## config.mk

```make
export PLATFORM = sky130hd
export DESIGN_NAME = preamble_seq
export DESIGN_NICKNAME = d
export VERILOG_FILES = /design/src/rtl/tx_pkg.sv /design/src/rtl/preamble_addr_gen.sv /design/src/rtl/preamble_seq.sv
export SDC_FILE = /design/constraint.sdc
export NUM_CORES = 1
export LEC_CHECK = 0
export BUFFER_PORTS_ARGS = -buffer_cell sky130_fd_sc_hd__buf_2
export CAP_MARGIN = 10
export CORE_MARGIN = 2
export CORE_UTILIZATION = 35
export DETAILED_ROUTE_END_ITERATION = 10
export GPL_ROUTABILITY_DRIVEN = 0
export PLACE_DENSITY = 0.68
export SLEW_MARGIN = 20
export SYNTH_ARGS = -nofsm -noshare
export SYNTH_HDL_FRONTEND = slang
export SYNTH_SLANG_ARGS = --single-unit
```

## constraint.sdc

```tcl
create_clock -name clk -period 2.15 [get_ports clk]
set_clock_uncertainty 0.1 [all_clocks]
set_input_delay 0.43 -clock clk [delete_from_list [all_inputs] [get_ports clk]]
set_output_delay 0.43 -clock clk [all_outputs]
set_load 0.03 [all_outputs]
```

## src/rtl/tx_pkg.sv

```systemverilog
// Shared TX definitions: preamble sequencer state encoding, segment lengths
// and IQ sample packing.
package tx_pkg;

  // IQ packing: I in the upper half, Q in the lower half.
  localparam int unsigned I_W  = 16;
  localparam int unsigned Q_W  = 16;
  localparam int unsigned IQ_W = I_W + Q_W;

  localparam int unsigned STF_LEN      = 16;
  localparam int unsigned LTF_LEN      = 64;
  localparam int unsigned PREAMBLE_LEN = 320;

  localparam int unsigned SAMP_CNT_W = 6;
  localparam int unsigned REP_CNT_W  = 4;

  typedef struct packed {
    logic [I_W-1:0] i;
    logic [Q_W-1:0] q;
  } iq_t;

  // The state names the segment that the next loaded word belongs to.
  typedef enum logic [2:0] {
    StIdle,
    StStf,
    StLtfGi,
    StLtf,
    StDrain
  } preamble_state_e;

endpackage

```

## src/rtl/preamble_addr_gen.sv

```systemverilog
// Maps the sequencer state and counters onto the STF/LTF ROM addresses, the
// ROM select, and the end-of-period / end-of-segment / final-sample flags.
module preamble_addr_gen
  import tx_pkg::*;
#(
  parameter int unsigned STF_REPS = 10,
  parameter int unsigned LTF_REPS = 2
) (
  input  preamble_state_e         state,
  input  logic [SAMP_CNT_W-1:0]   samp_cnt,
  input  logic [REP_CNT_W-1:0]    rep_cnt,
  output logic [3:0]              stf_addr,
  output logic [SAMP_CNT_W-1:0]   ltf_addr,
  output logic                    sel_ltf,
  output logic                    period_end,
  output logic                    seg_end,
  output logic                    last
);

  // Decode addresses and end flags for the word about to be loaded.
  always_comb begin
    stf_addr   = '0;
    ltf_addr   = '0;
    sel_ltf    = 1'b0;
    period_end = 1'b0;
    seg_end    = 1'b0;
    last       = 1'b0;
    unique case (state)
      // In idle samp_cnt is 0, so STF[0] is already on the ROM output when
      // start arrives.
      StIdle, StStf: begin
        stf_addr   = samp_cnt[3:0];
        period_end = (state == StStf) && (samp_cnt[3:0] == 4'(STF_LEN - 1));
        seg_end    = period_end && (rep_cnt == REP_CNT_W'(STF_REPS - 1));
      end
      StLtfGi: begin
        ltf_addr   = samp_cnt;
        sel_ltf    = 1'b1;
        period_end = (samp_cnt == SAMP_CNT_W'(LTF_LEN - 1));
        seg_end    = period_end;
      end
      StLtf: begin
        ltf_addr   = samp_cnt;
        sel_ltf    = 1'b1;
        period_end = (samp_cnt == SAMP_CNT_W'(LTF_LEN - 1));
        seg_end    = period_end && (rep_cnt == REP_CNT_W'(LTF_REPS - 1));
        last       = seg_end;
      end
      default: ;
    endcase
  end

endmodule

```

## src/rtl/preamble_seq.sv

```systemverilog
// Legacy 802.11a/g preamble sequencer: streams 10 STF periods followed by the
// LTF guard and LTF symbols from external ROMs through a registered
// valid/ready output stage.
module preamble_seq
  import tx_pkg::*;
#(
  parameter int unsigned STF_REPS   = 10,
  parameter int unsigned LTF_GI_LEN = 32,
  parameter int unsigned LTF_REPS   = 2
) (
  input  logic                  clk,
  input  logic                  rstn,
  input  logic                  start,
  input  logic                  abort,
  output logic [3:0]            stf_addr,
  input  logic [IQ_W-1:0]       stf_data,
  output logic [SAMP_CNT_W-1:0] ltf_addr,
  input  logic [IQ_W-1:0]       ltf_data,
  output logic [IQ_W-1:0]       out_iq,
  output logic                  out_valid,
  input  logic                  out_ready,
  output logic                  out_last,
  output logic                  busy,
  output logic                  done
);

  // out_last is tied to the final sample, so the segment lengths must add up.
  localparam int unsigned LoadsTotal = STF_REPS * STF_LEN + LTF_GI_LEN + LTF_REPS * LTF_LEN;
  if (LoadsTotal != PREAMBLE_LEN) begin : g_len_check
    $error("preamble_seq: segment lengths do not add up to PREAMBLE_LEN");
  end

  preamble_state_e         state_q, state_d;
  logic [SAMP_CNT_W-1:0]   samp_cnt_q, samp_cnt_d;
  logic [REP_CNT_W-1:0]    rep_cnt_q, rep_cnt_d;
  iq_t                     out_iq_q, out_iq_d;
  logic                    out_valid_q, out_valid_d;
  logic                    out_last_q, out_last_d;
  logic                    done_q, done_d;

  logic                    sel_ltf;
  logic                    period_end;
  logic                    seg_end;
  logic                    last_word;
  logic                    can_load;
  logic                    xfer;
  iq_t                     rom_word;

  preamble_addr_gen #(
    .STF_REPS (STF_REPS),
    .LTF_REPS (LTF_REPS)
  ) u_addr_gen (
    .state      (state_q),
    .samp_cnt   (samp_cnt_q),
    .rep_cnt    (rep_cnt_q),
    .stf_addr   (stf_addr),
    .ltf_addr   (ltf_addr),
    .sel_ltf    (sel_ltf),
    .period_end (period_end),
    .seg_end    (seg_end),
    .last       (last_word)
  );

  assign xfer     = out_valid_q & out_ready;
  // The output register may take a new word when empty or being emptied.
  assign can_load = ~out_valid_q | out_ready;
  assign rom_word = sel_ltf ? ltf_data : stf_data;

  // Next-state: segment walk, output register loading, handshake and abort.
  always_comb begin
    state_d     = state_q;
    samp_cnt_d  = samp_cnt_q;
    rep_cnt_d   = rep_cnt_q;
    out_iq_d    = out_iq_q;
    out_valid_d = out_valid_q & ~out_ready;
    out_last_d  = out_last_q & ~xfer;
    done_d      = 1'b0;

    unique case (state_q)
      StIdle: begin
        if (start) begin
          out_iq_d    = rom_word;
          out_valid_d = 1'b1;
          samp_cnt_d  = samp_cnt_q + SAMP_CNT_W'(1);
          state_d     = StStf;
        end
      end
      StStf, StLtfGi, StLtf: begin
        if (can_load) begin
          out_iq_d    = rom_word;
          out_valid_d = 1'b1;
          out_last_d  = last_word;
          if (!period_end) begin
            samp_cnt_d = samp_cnt_q + SAMP_CNT_W'(1);
          end else begin
            samp_cnt_d = '0;
            if (state_q == StStf) begin
              if (seg_end) begin
                // The guard interval is the tail of the LTF symbol.
                samp_cnt_d = SAMP_CNT_W'(LTF_LEN - LTF_GI_LEN);
                rep_cnt_d  = '0;
                state_d    = StLtfGi;
              end else begin
                rep_cnt_d = rep_cnt_q + REP_CNT_W'(1);
              end
            end else if (state_q == StLtfGi) begin
              state_d = StLtf;
            end else begin
              if (seg_end) begin
                rep_cnt_d = '0;
                state_d   = StDrain;
              end else begin
                rep_cnt_d = rep_cnt_q + REP_CNT_W'(1);
              end
            end
          end
        end
      end
      StDrain: begin
        if (xfer) begin
          state_d = StIdle;
          done_d  = 1'b1;
        end
      end
      default: state_d = StIdle;
    endcase

    // Abort wins over everything; the last word stays in out_iq but is no
    // longer valid.
    if (abort) begin
      state_d     = StIdle;
      samp_cnt_d  = '0;
      rep_cnt_d   = '0;
      out_valid_d = 1'b0;
      out_last_d  = 1'b0;
      done_d      = 1'b0;
    end
  end

  // State, counters and output register.
  always_ff @(posedge clk or negedge rstn) begin
    if (!rstn) begin
      state_q     <= StIdle;
      samp_cnt_q  <= '0;
      rep_cnt_q   <= '0;
      out_iq_q    <= '0;
      out_valid_q <= 1'b0;
      out_last_q  <= 1'b0;
      done_q      <= 1'b0;
    end else begin
      state_q     <= state_d;
      samp_cnt_q  <= samp_cnt_d;
      rep_cnt_q   <= rep_cnt_d;
      out_iq_q    <= out_iq_d;
      out_valid_q <= out_valid_d;
      out_last_q  <= out_last_d;
      done_q      <= done_d;
    end
  end

  assign out_iq    = out_iq_q;
  assign out_valid = out_valid_q;
  assign out_last  = out_last_q;
  assign done      = done_q;
  assign busy      = (state_q != StIdle);

endmodule
```

After elaboration in Yosys (flattened, before gate mapping)

Cells that the tools add are included.

Bits in registers: 48
Latch bits: 0
RAM bits: 0
Memory bits (read-only): 0
Input port bits: 69
Output and inout bits: 46
Logic and storage cells: 95
Memories: 0

Add/sub/neg operators: 2
Multipliers: 0
Div/mod/pow operators: 0
Order comparisons: 0
Eq/ne operators: 17
Shift operators: 0
Multiplexer cells: 44
Bitwise gates (word level): 7
Reductions and logical operators: 17

Operators with widths:

| kind                                           | count |
|---|---|
| two-way mux 32 bit                             | 3 |
| case mux 32 bit (2 select lines)               | 1 |
| two-way mux 6 bit                              | 7 |
| two-way mux 4 bit                              | 8 |
| two-way mux 3 bit                              | 9 |
| != test 3 bit (second input constant)          | 5 |
| case mux 6 bit (2 select lines)                | 1 |
| two-way mux 1 bit                              | 11 |
| case mux 3 bit (3 select lines)                | 1 |
| == test 4 bit (second input constant)          | 2 |
| != test 4 bit (second input constant)          | 2 |
| nonzero test 2 bit                             | 4 |
| adder 6 x 1 -> 6 bit (second input constant)   | 1 |
| == test 3 x 2 -> 1 bit (second input constant) | 2 |
| == test 6 bit (second input constant)          | 1 |
| AND reduction 3 bit                            | 2 |
| AND reduction 6 bit                            | 1 |
| nonzero test 3 bit                             | 2 |
| adder 4 x 1 -> 4 bit (second input constant)   | 1 |
| == test 4 x 1 -> 1 bit (second input constant) | 1 |
| != test 2 bit (second input constant)          | 2 |
| case mux 1 bit (2 select lines)                | 2 |
| AND reduction 4 bit                            | 1 |
| OR reduction 2 bit                             | 2 |
| 9 further kinds                                | 15 |

Longest topological paths before layout

Gate-level depths: netlist (run 1).

Word-level depth: 11
Mapped depth: 7
Mapped depth without buffers: 7

Cells and area by module

A second synthesis (run 1) with hierarchy kept.

Cell total of the unflattened synthesis: 264
Area total of the unflattened synthesis: 2601.2 um^2

Modules (own cells, without submodules):

| module            | times used | cells an instance | area each (um^2) | sequential area each (um^2) |
|---|---|---|---|---|
| preamble_seq      | 1          | 240               | 2424.8           | 1201.2 |
| preamble_addr_gen | 1          | 24                | 176.4            | 0.0 |

Worst setup path after synthesis (run 1)

OpenSTA, ideal clock, no wires.

Path type: register to register
Start point: register rep_cnt_q[1]
End point: register state_q[1]
Setup time: 0.136 ns
Arrival: 1.601 ns
Data required time: 1.914 ns
Slack: 0.313 ns
Stages on the path, launching flop included: 8
Buffers on the path: 0
Period minus slack after synthesis: 1.837 ns
Cell sequence: dfrtp_1 -> inv_1 -> ha_1 -> or3b_2 -> nor2_1 -> o211a_4 -> mux2i_1 -> a21oi_1

Word-level cells in the longest chain between the ends: 5
Elaborated cells on any way between the ends: 8
Those cells by class: 4 x eq/ne; 1 x mux; 3 x reduce/logical

Ends and longest elaborated chain:

| item                                                           | RTL line                                         | source |
|---|---|---|
| from (decl)                                                    | preamble_seq.sv:35                               | `logic [REP_CNT_W-1:0] rep_cnt_q, rep_cnt_d;` |
| from (signal assigned)                                         | preamble_seq.sv:153                              | `rep_cnt_q <= rep_cnt_d;` |
| == test 4 x 1 -> 1 bit / == test 4 bit (equally long branches) | preamble_addr_gen.sv:46, preamble_addr_gen.sv:34 |  |
| logical AND 1 bit, on equally long branches                    | preamble_addr_gen.sv:46, preamble_addr_gen.sv:34 |  |
| case mux 1 bit (3 select lines) *                              | preamble_addr_gen.sv:28                          | `unique case (state)` |
| != test 4 bit (no line)                                        | --                                               |  |
| AND reduction 6 bit (no line) *                                | --                                               |  |
| to (signal assigned)                                           | preamble_seq.sv:143                              | `state_q <= StIdle;` |
| to (signal assigned)                                           | preamble_seq.sv:151                              | `state_q <= state_d;` |
| to (decl)                                                      | preamble_seq.sv:33                               | `preamble_state_e state_q, state_d;` |

Mark *: on every way between the ends. The rest lies on a longest branch, timed or not.
A chain may end at the register's enable or synchronous reset.

Worst setup path after layout (run 1)

Start point: register state_q[2]
End point: output port busy

Word-level cells in the longest chain between the ends: 1

Ends and longest elaborated chain:

| item               | RTL line            | source |
|---|---|---|
| nonzero test 3 bit | preamble_seq.sv:165 | `assign busy = (state_q != StIdle);` |
| to (decl)          | preamble_seq.sv:23  | `output logic busy,` |

No other way between the ends.

==> results of run 1 <==
==> metrics by stage <==
stage	hold slack (ns)	instances	setup TNS [ns]
global placement	0.377	503	0
global route	0.0643	511	-0.000582
detailed placement	0.388	503	0
finish	0.0304	511	0
CTS	0.0476	511	0
floorplan	0.0344	299	0
==> flip-flops by register name (all words and copies together), names as in the netlist <==
signal	flops
done	1
out_iq	32
out_last	1
out_valid	1
rep_cnt_q	4
samp_cnt_q	6
state_q	3
==> metal layers <==
layer	GRT usage [%]	up-vias	share of wire [%]
met5	0	-	0
met3	3.14	4	6.4
met4	5.83	0	1.0
li1	-	1244	-
met2	26.6	91	47
met1	20.5	1162	46
==> kinds of logic (layout without fill, tap and decap cells) <==
family	Yosys count	after routing	share of synthesized area (%)
mux	1	1	0.395
xor+xnor	1	1	0.346
fa+ha+maj	3	3	1.48
simple gates	160	160	28.7
compound gates	65	65	17.7
flops	48	48	47.4
buf+inv	21	134	3.95
==> worst paths after layout <==
check,end,from,slack (ns)
min in group clk,out_iq[31],ltf_data[31],0.27
worst min-delay path,done,rstn,0.03
worst max-delay path,busy,state_q[2],0.06
max in group asynchronous,out_iq[18],rstn,1.37
worst min register to register,out_iq[27],out_iq[27],0.45
worst max register to register,rep_cnt_q[2],samp_cnt_q[0],0.14
==> layout make-up <==
| type | instances | area, um2 | share of cell area, % |
|---|---|---|---|
| inverter | 2 | 7.51 | 0.223 |
| tap | 99 | 124 | 3.69 |
| timing repair buffer | 124 | 671 | 20.0 |
| clock inverter | 3 | 42.5 | 1.27 |
| clock buffer | 5 | 68.8 | 2.05 |
| multi-input combinational | 230 | 1240 | 37.0 |
| sequential | 48 | 1200 | 35.8 |
==> synth_stat cells (2+ instances only) <==
master,number
nand2_1,71
dfrtp_1,48
nor2_1,48
a31oi_1,32
a21oi_1,13
and2_1,10
buf_2,8
clkbuf_1,8
nor2b_1,6
nor3_1,6
nand3_1,4
o21ai_0,4
and3_1,3
ha_1,3
nand2b_1,3
inv_1,2
==> where the power goes <==
group          total, mW  switching (mW)  leakage [nW]  internal [mW]
registers           1.06          0.0581         0.576          0.998
clock network      0.652           0.307        0.0541          0.344
logic              0.615           0.401          1.00          0.213
==> repair_timing <==
item,CTS,global route
hold buffers,0,0
setup endpoints to repair,6,2
gates resized for setup,1,2
setup buffers,0,0
pin swaps,0,1
==> reports/metrics.yaml, run 1 <==
htree_num_levels: 2
clk_path_buf_depth: 2
finalPower_mw: 2.32
avgSynthCellArea_um2: 8.47
via_per_inst: 4.89
slew_violations: 0
drtIter0Drc: 93
ff2ff_path_depth: 6
fillerInstances: 726
crit_required_ns: 1.62
setup_viol: 0
dr_total_vias: 2501
synth_flop_cell: "dfrtp_1"
period_share_pct: 97.1
die_area_um2: 7930
grt_pass1_vias: 2169
cp-end-kind: "output pin"
status: "completed"
syn_to_final_growth_pct: 32.7
power_leakage_nw: 1.63
yosysUniqueCellTypes: 46
fp.dieH_um: 89.1
ios: 115
grt_max_degree: 39
synth_nets: 371
antenna_found_initial: 0
wl_um: 6500
hold_class: "in -> async"
most-common-layout-cells: "buf_2 (114), nand2_1 (71), nor2_1 (48), dfrtp_1 (47), a31oi_1 (32)"
placed_area_um2: 3240
slew_headroom_pct: 59.1
critPathBufInv: 2
firstDrtPassIters: 4
power_density_nw_per_um2: 691
final_common_cell: "buf_2"
finish.utilization_pct: 47.1
crit_arrival_ns: 1.56
start_util_pct: 35.5
wl_per_cell_um: 12.7
yosysSeqAreaShare_pct: 47.4
diodes: 0
maxCapViolCount: 0
drive_above_1_share_pct: 35.0
clock.fmax_mhz: 479
numCtsBuffers: 5
synth_warnings: 0
syn-cell-area_um2: 2530
peakVddDrop_mv: 0.236
crit_fanout: 10
fin_crit_ns: 2.09
path_clk_slew_ns: 0.09
synth_area_leader_cell: "dfrtp_1"
cts_root_buf: "clkbuf_8"
fin_nets: 483
slowest_delay_ns: 0.47
drc: 0
critical-path-slowest-cell: "dfrtp_1"
tightest_slew_ns: 0.614
grt-ovfl-total: 0
ant_nets: 0
worstSetupStartpointType: "register"
cp.depth: 3
grt_pass1_wl_um: 9910
insertion_delay_ns: 0.30
design_area_um2: 3360
die_x_um: 89.1
rsz0062_at_grt: "yes"
ys_seq_elements: 48
finalHoldViolations: 0
synth-edff-count: 0
rows: 31
core_um2: 7140
cts.sinks: 48
path_cells: "buf_4 > or3_1 > buf_2"
io_buffers: 114
place_ws_ns: 0.190
groute.usage.overall_pct: 15.9
path_class: "reg -> out"
postSynthCellCount: 299
setup_ws_ns: 0.0615
netlist.area_leader.share_pct: 47.4
dpl.hpwl_um: 4770
synth_area_leaders: "dfrtp_1 (47%), nand2_1 (11%), a31oi_1 (7.9%)"
cpLargestDelayFamily: "flip-flops"
async_reset_ff_share_pct: 100
cts_tree: "built"
Power figures use the tool's default switching activity.
==> run 2: changes to the inputs <==
BUFFER_PORTS_ARGS = unset   (was -buffer_cell sky130_fd_sc_hd__buf_2)
DONT_BUFFER_PORTS = 1   (was unset)
PLACE_DENSITY = 0.54   (was 0.68)
==> reports/metrics.yaml, run 2 (synthesis results as in run 1) <==
slew_headroom_pct: 64.4  # +5.3 points
finalHoldViolations: 0  # unchanged
firstDrtPassIters: 4  # unchanged
core_um2: 7140  # unchanged
hold_class: "in -> reg"
ios: 115  # unchanged
grt_pass1_wl_um: 9090  # -8.3%
antenna_found_initial: 0  # unchanged
hold_slack_ns: 0.0906  # +0.0602 ns
cts.sinks: 48  # unchanged
diodes: 0  # unchanged
start_util_pct: 35.5  # unchanged
grt-ovfl-total: 0  # unchanged
period_share_pct: 93.3  # -3.9 points
clock.fmax_mhz: 499  # +4.1%
wl_um: 6190  # -4.8%
cpLargestDelayFamily: "flip-flops"
syn_to_final_growth_pct: 14.7
final_common_cell: "nand2_1"
place_ws_ns: 0.212  # +0.0221 ns
path_class: "reg -> out"
critical-path-slowest-cell: "dfrtp_1"
critPathBufInv: 1  # -1
clk_path_buf_depth: 2  # unchanged
grt_pass1_vias: 1897  # -13%
via_per_inst: 5.24  # +7.0%
power_leakage_nw: 1.25  # -24%
rsz0062_at_grt: "no"
dpl.hpwl_um: 4430  # -7.2%
ant_nets: 0  # unchanged
drtIter0Drc: 84  # -9.7%
fin_tns_setup_ns: 0  # unchanged
fp.dieH_um: 89.1  # unchanged
crit_fanout: 11  # +1
maxCapViolCount: 0  # unchanged
setup_ws_ns: 0.145  # +0.0831 ns
die_x_um: 89.1  # unchanged
insertion_delay_ns: 0.29  # about the same
cts_tree: "built"
die_area_um2: 7930  # unchanged
finalPower_mw: 2.17  # -6.8%
fin_nets: 382  # -21%
slowest_delay_ns: 0.51  # +0.04 ns
rows: 31  # unchanged
status: "completed"
most-common-layout-cells: "nand2_1 (71), nor2_1 (48), dfrtp_1 (48), a31oi_1 (32), buf_4 (19)"
power_density_nw_per_um2: 746  # +7.9%
path_cells: "buf_4 > or3_1"
wl_per_cell_um: 15.1  # +19%
fin_crit_ns: 2.01  # -0.0831 ns
slew_violations: 0  # unchanged
grt_max_degree: 49  # +26%
worstSetupStartpointType: "register"
io_buffers: 0  # -100%
peakVddDrop_mv: 0.332  # +41%
largest_reg_flops: 32  # unchanged
numCtsBuffers: 5  # unchanged
cp-end-kind: "output pin"
cts_root_buf: "clkbuf_8"
drive_above_1_share_pct: 12.5  # -22 points
setup_viol: 0  # unchanged
crit_arrival_ns: 1.48  # -0.08 ns
htree_num_levels: 2  # unchanged
dr_total_vias: 2148  # -14%
drc: 0  # unchanged
path_clk_slew_ns: 0.09  # about the same
tightest_slew_ns: 0.532  # -0.0817 ns
crit_required_ns: 1.62  # about the same
groute.usage.overall_pct: 14.7  # -1.2 points
[run 2: changes by cell type in the layout (fill, tap and decap cells not counted), sizes merged]
cell / before / now
buf: 124 / 22
clkbuf: 5 / 6
clkinvlp: 1 / 0
dlygate4sd3: 0 / 1
[run 2: final timing paths]
path	endpoint	slack [ns]	depth (start not counted)	startpoint
max in group asynchronous	out_iq[3]	1.18	2	rstn
max reg2reg	rep_cnt_q[0]	0.16	7	samp_cnt_q[0]
min	rep_cnt_q[2]	0.09	1	abort
min in group asynchronous	samp_cnt_q[5]	0.55	2	rstn
min reg2reg	samp_cnt_q[4]	0.49	1	samp_cnt_q[4]
max	busy	0.14	2	state_q[1]
[run 2: metal layers]
| metal | track usage, % | wire length (um) |
|---|---|---|
| met1 | 19.5 | 2680 |
| met2 | 24.2 | 2950 |
| met3 | 4.52 | 510 |
| met4 | 2.85 | 38 |
| met5 | 0 | 0 |
[run 2: final cells by class]
cell class,instances,area (um2)
fillers,741,4230
flip-flops and latches,48,1200
multi-input cells,230,1240
clock buffers,6,72.6
repair buffers,23,220
inverters,2,7.51
well taps,99,124
clock inverters,2,35.0
[run 2: timing repair]
item,CTS,global route
endpoints found under the hold margin,48,0
hold buffers,2,0
setup endpoints to repair,3,1
pin swaps,0,1
buffers inserted,0,3
resized for setup,1,1
[run 2: through the flow]
step	util, %	area (um2)	instances
floorplan	-	2530	299
global route	40.7	2900	410
global placement	38.2	2730	397
finish	40.7	2900	410
CTS	40.3	2880	407
detailed placement	38.2	2730	397
[run 2: power by group]
part	internal (mW)	total [mW]	switching [mW]
sequential	0.996	1.25	0.256
combinational	0.117	0.277	0.160
clock	0.345	0.637	0.292
total	1.46	2.17	0.708
==> run 3: changes to the inputs <==
MAX_ROUTING_LAYER = met4   (was unset)
==> reports/metrics.yaml, run 3 (synthesis results as in run 1) <==
status: "completed"
cts_root_buf: "clkbuf_8"
crit_fanout: 11  # unchanged
firstDrtPassIters: 4  # unchanged
critPathCapture: "busy"
maxCapViolCount: 0  # unchanged
reg2reg_to: "rep_cnt_q[0]"
clock.fmax_mhz: 498  # about the same
highest_layer: "met4"
crit_start: "state_q[1]"
insertion_delay_ns: 0.29  # about the same
setup_ws_ns: 0.144  # -0.000948 ns
die_area_um2: 7930  # unchanged
ant_nets: 0  # unchanged
fin_crit_ns: 2.01  # +0.000948 ns
place_ws_ns: 0.212  # unchanged
diodes: 0  # unchanged
io_buffers: 0  # unchanged
hold_class: "in -> reg"
setup_viol: 0  # unchanged
rsz0062_at_grt: "no"
power_leakage_nw: 1.25  # unchanged
clk_path_buf_depth: 2  # unchanged
r2r_slack_ns: 0.16  # about the same
drtIter0Drc: 104  # +24%
dpl.hpwl_um: 4430  # unchanged
dr_wl_met2_um: 2950  # -0.10%
path_clk_slew_ns: 0.09  # about the same
power_density_nw_per_um2: 747  # +0.14%
drive_above_1_share_pct: 12.5  # unchanged
grt_max_degree: 49  # unchanged
grt_pass1_vias: 1885  # -0.63%
final_common_cell: "nand2_1"
numCtsBuffers: 5  # unchanged
worstSetupStartpointType: "register"
slew_violations: 0  # unchanged
grt_pass1_wl_um: 9060  # -0.31%
fin_tns_setup_ns: 0  # unchanged
wl_met1_um: 2690  # +0.15%
path_class: "reg -> out"
ios: 115  # unchanged
crit_arrival_ns: 1.48  # about the same
finalPower_mw: 2.17  # +0.14%
finalHoldViolations: 0  # unchanged
placed_area_um2: 2730  # unchanged
syn_to_final_growth_pct: 14.7  # unchanged
wl_um: 6170  # -0.23%
htree_num_levels: 2  # unchanged
dr_total_vias: 2149  # +0.047%
die_x_um: 89.1  # unchanged
crit_required_ns: 1.62  # about the same
core_um2: 7140  # unchanged
via_per_inst: 5.24  # about the same
ff2ff_path_depth: 7  # unchanged
rows: 31  # unchanged
design_area_um2: 2900  # unchanged
peakVddDrop_mv: 0.332  # about the same
fp.dieH_um: 89.1  # unchanged
start_util_pct: 35.5  # unchanged
wl_per_cell_um: 15.1  # -0.23%
slew_headroom_pct: 64.0  # -0.41 points
antenna_found_initial: 0  # unchanged
r2r-start: "samp_cnt_q[0]"
grt-ovfl-total: 0  # unchanged
drc: 0  # unchanged
largest_reg_flops: 32  # unchanged
route.met3.wl_um: 494  # -3.1%
cts.sinks: 48  # unchanged
most-common-layout-cells: "nand2_1 (71), nor2_1 (48), dfrtp_1 (48), a31oi_1 (32), buf_4 (19)"
cp-end-kind: "output pin"
cts_tree: "built"
hold_slack_ns: 0.0911  # +0.000466 ns
tightest_slew_ns: 0.538  # +0.00607 ns
period_share_pct: 93.3  # about the same
fin_nets: 382  # unchanged
groute.usage.overall_pct: 15.1  # +0.39 points
-- run 3: area by class of cell --
class | count | area (um2)
clock inverters | 2 | 35.0
clock buffers | 6 | 72.6
repair buffers | 23 | 220
flip-flops and latches | 48 | 1200
well taps | 99 | 124
multi-input cells | 230 | 1240
inverters | 2 | 7.51
fillers | 741 | 4230
-- run 3: how the worst min path moves through the flow --
stage,from,to,slack [ns],depth (start not counted)
after floorplan,rstn,done,0.03,0
after global placement,rstn,samp_cnt_q[0],0.04,0
after detailed placement,rstn,samp_cnt_q[5],0.04,0
after CTS,abort,rep_cnt_q[2],0.07,1
after global routing,abort,samp_cnt_q[4],0.07,1
final,abort,rep_cnt_q[2],0.09,1
-- run 3: timing repair --
item | in CTS | in global routing
pin swaps | 0 | 1
buffers inserted | 0 | 3
gates cloned | 0 | 0
hold buffers | 2 | 0
endpoints found under the hold margin | 48 | 0
endpoints found under the setup margin | 3 | 1
gates resized for setup | 1 | 1
-- run 3: layer usage --
layer,GRT usage (%),vias to the layer above
li1,-,1048
met5,-,-
met3,3.79,4
met1,19.6,1005
met4,3.26,0
met2,24.1,92
-- run 3: through the flow --
step | cells | util, %
3_3_place_gp | 397 | 38.2
4_1_cts | 407 | 40.3
2_1_floorplan | 299 | -
3_5_place_dp | 397 | 38.2
6_report | 410 | 40.7
5_1_grt | 410 | 40.7
-- run 3: worst max-delay path, stage by stage (launching register included) --
cell	delay, ns
dfrtp_1	0.51
buf_4	0.21
or3_1	0.46
-- run 3: power by group --
group / internal, mW / switching (mW) / leakage [nW]
clock network: 0.346 / 0.294 / 0.0552
logic: 0.117 / 0.161 / 0.614
registers: 0.996 / 0.256 / 0.578
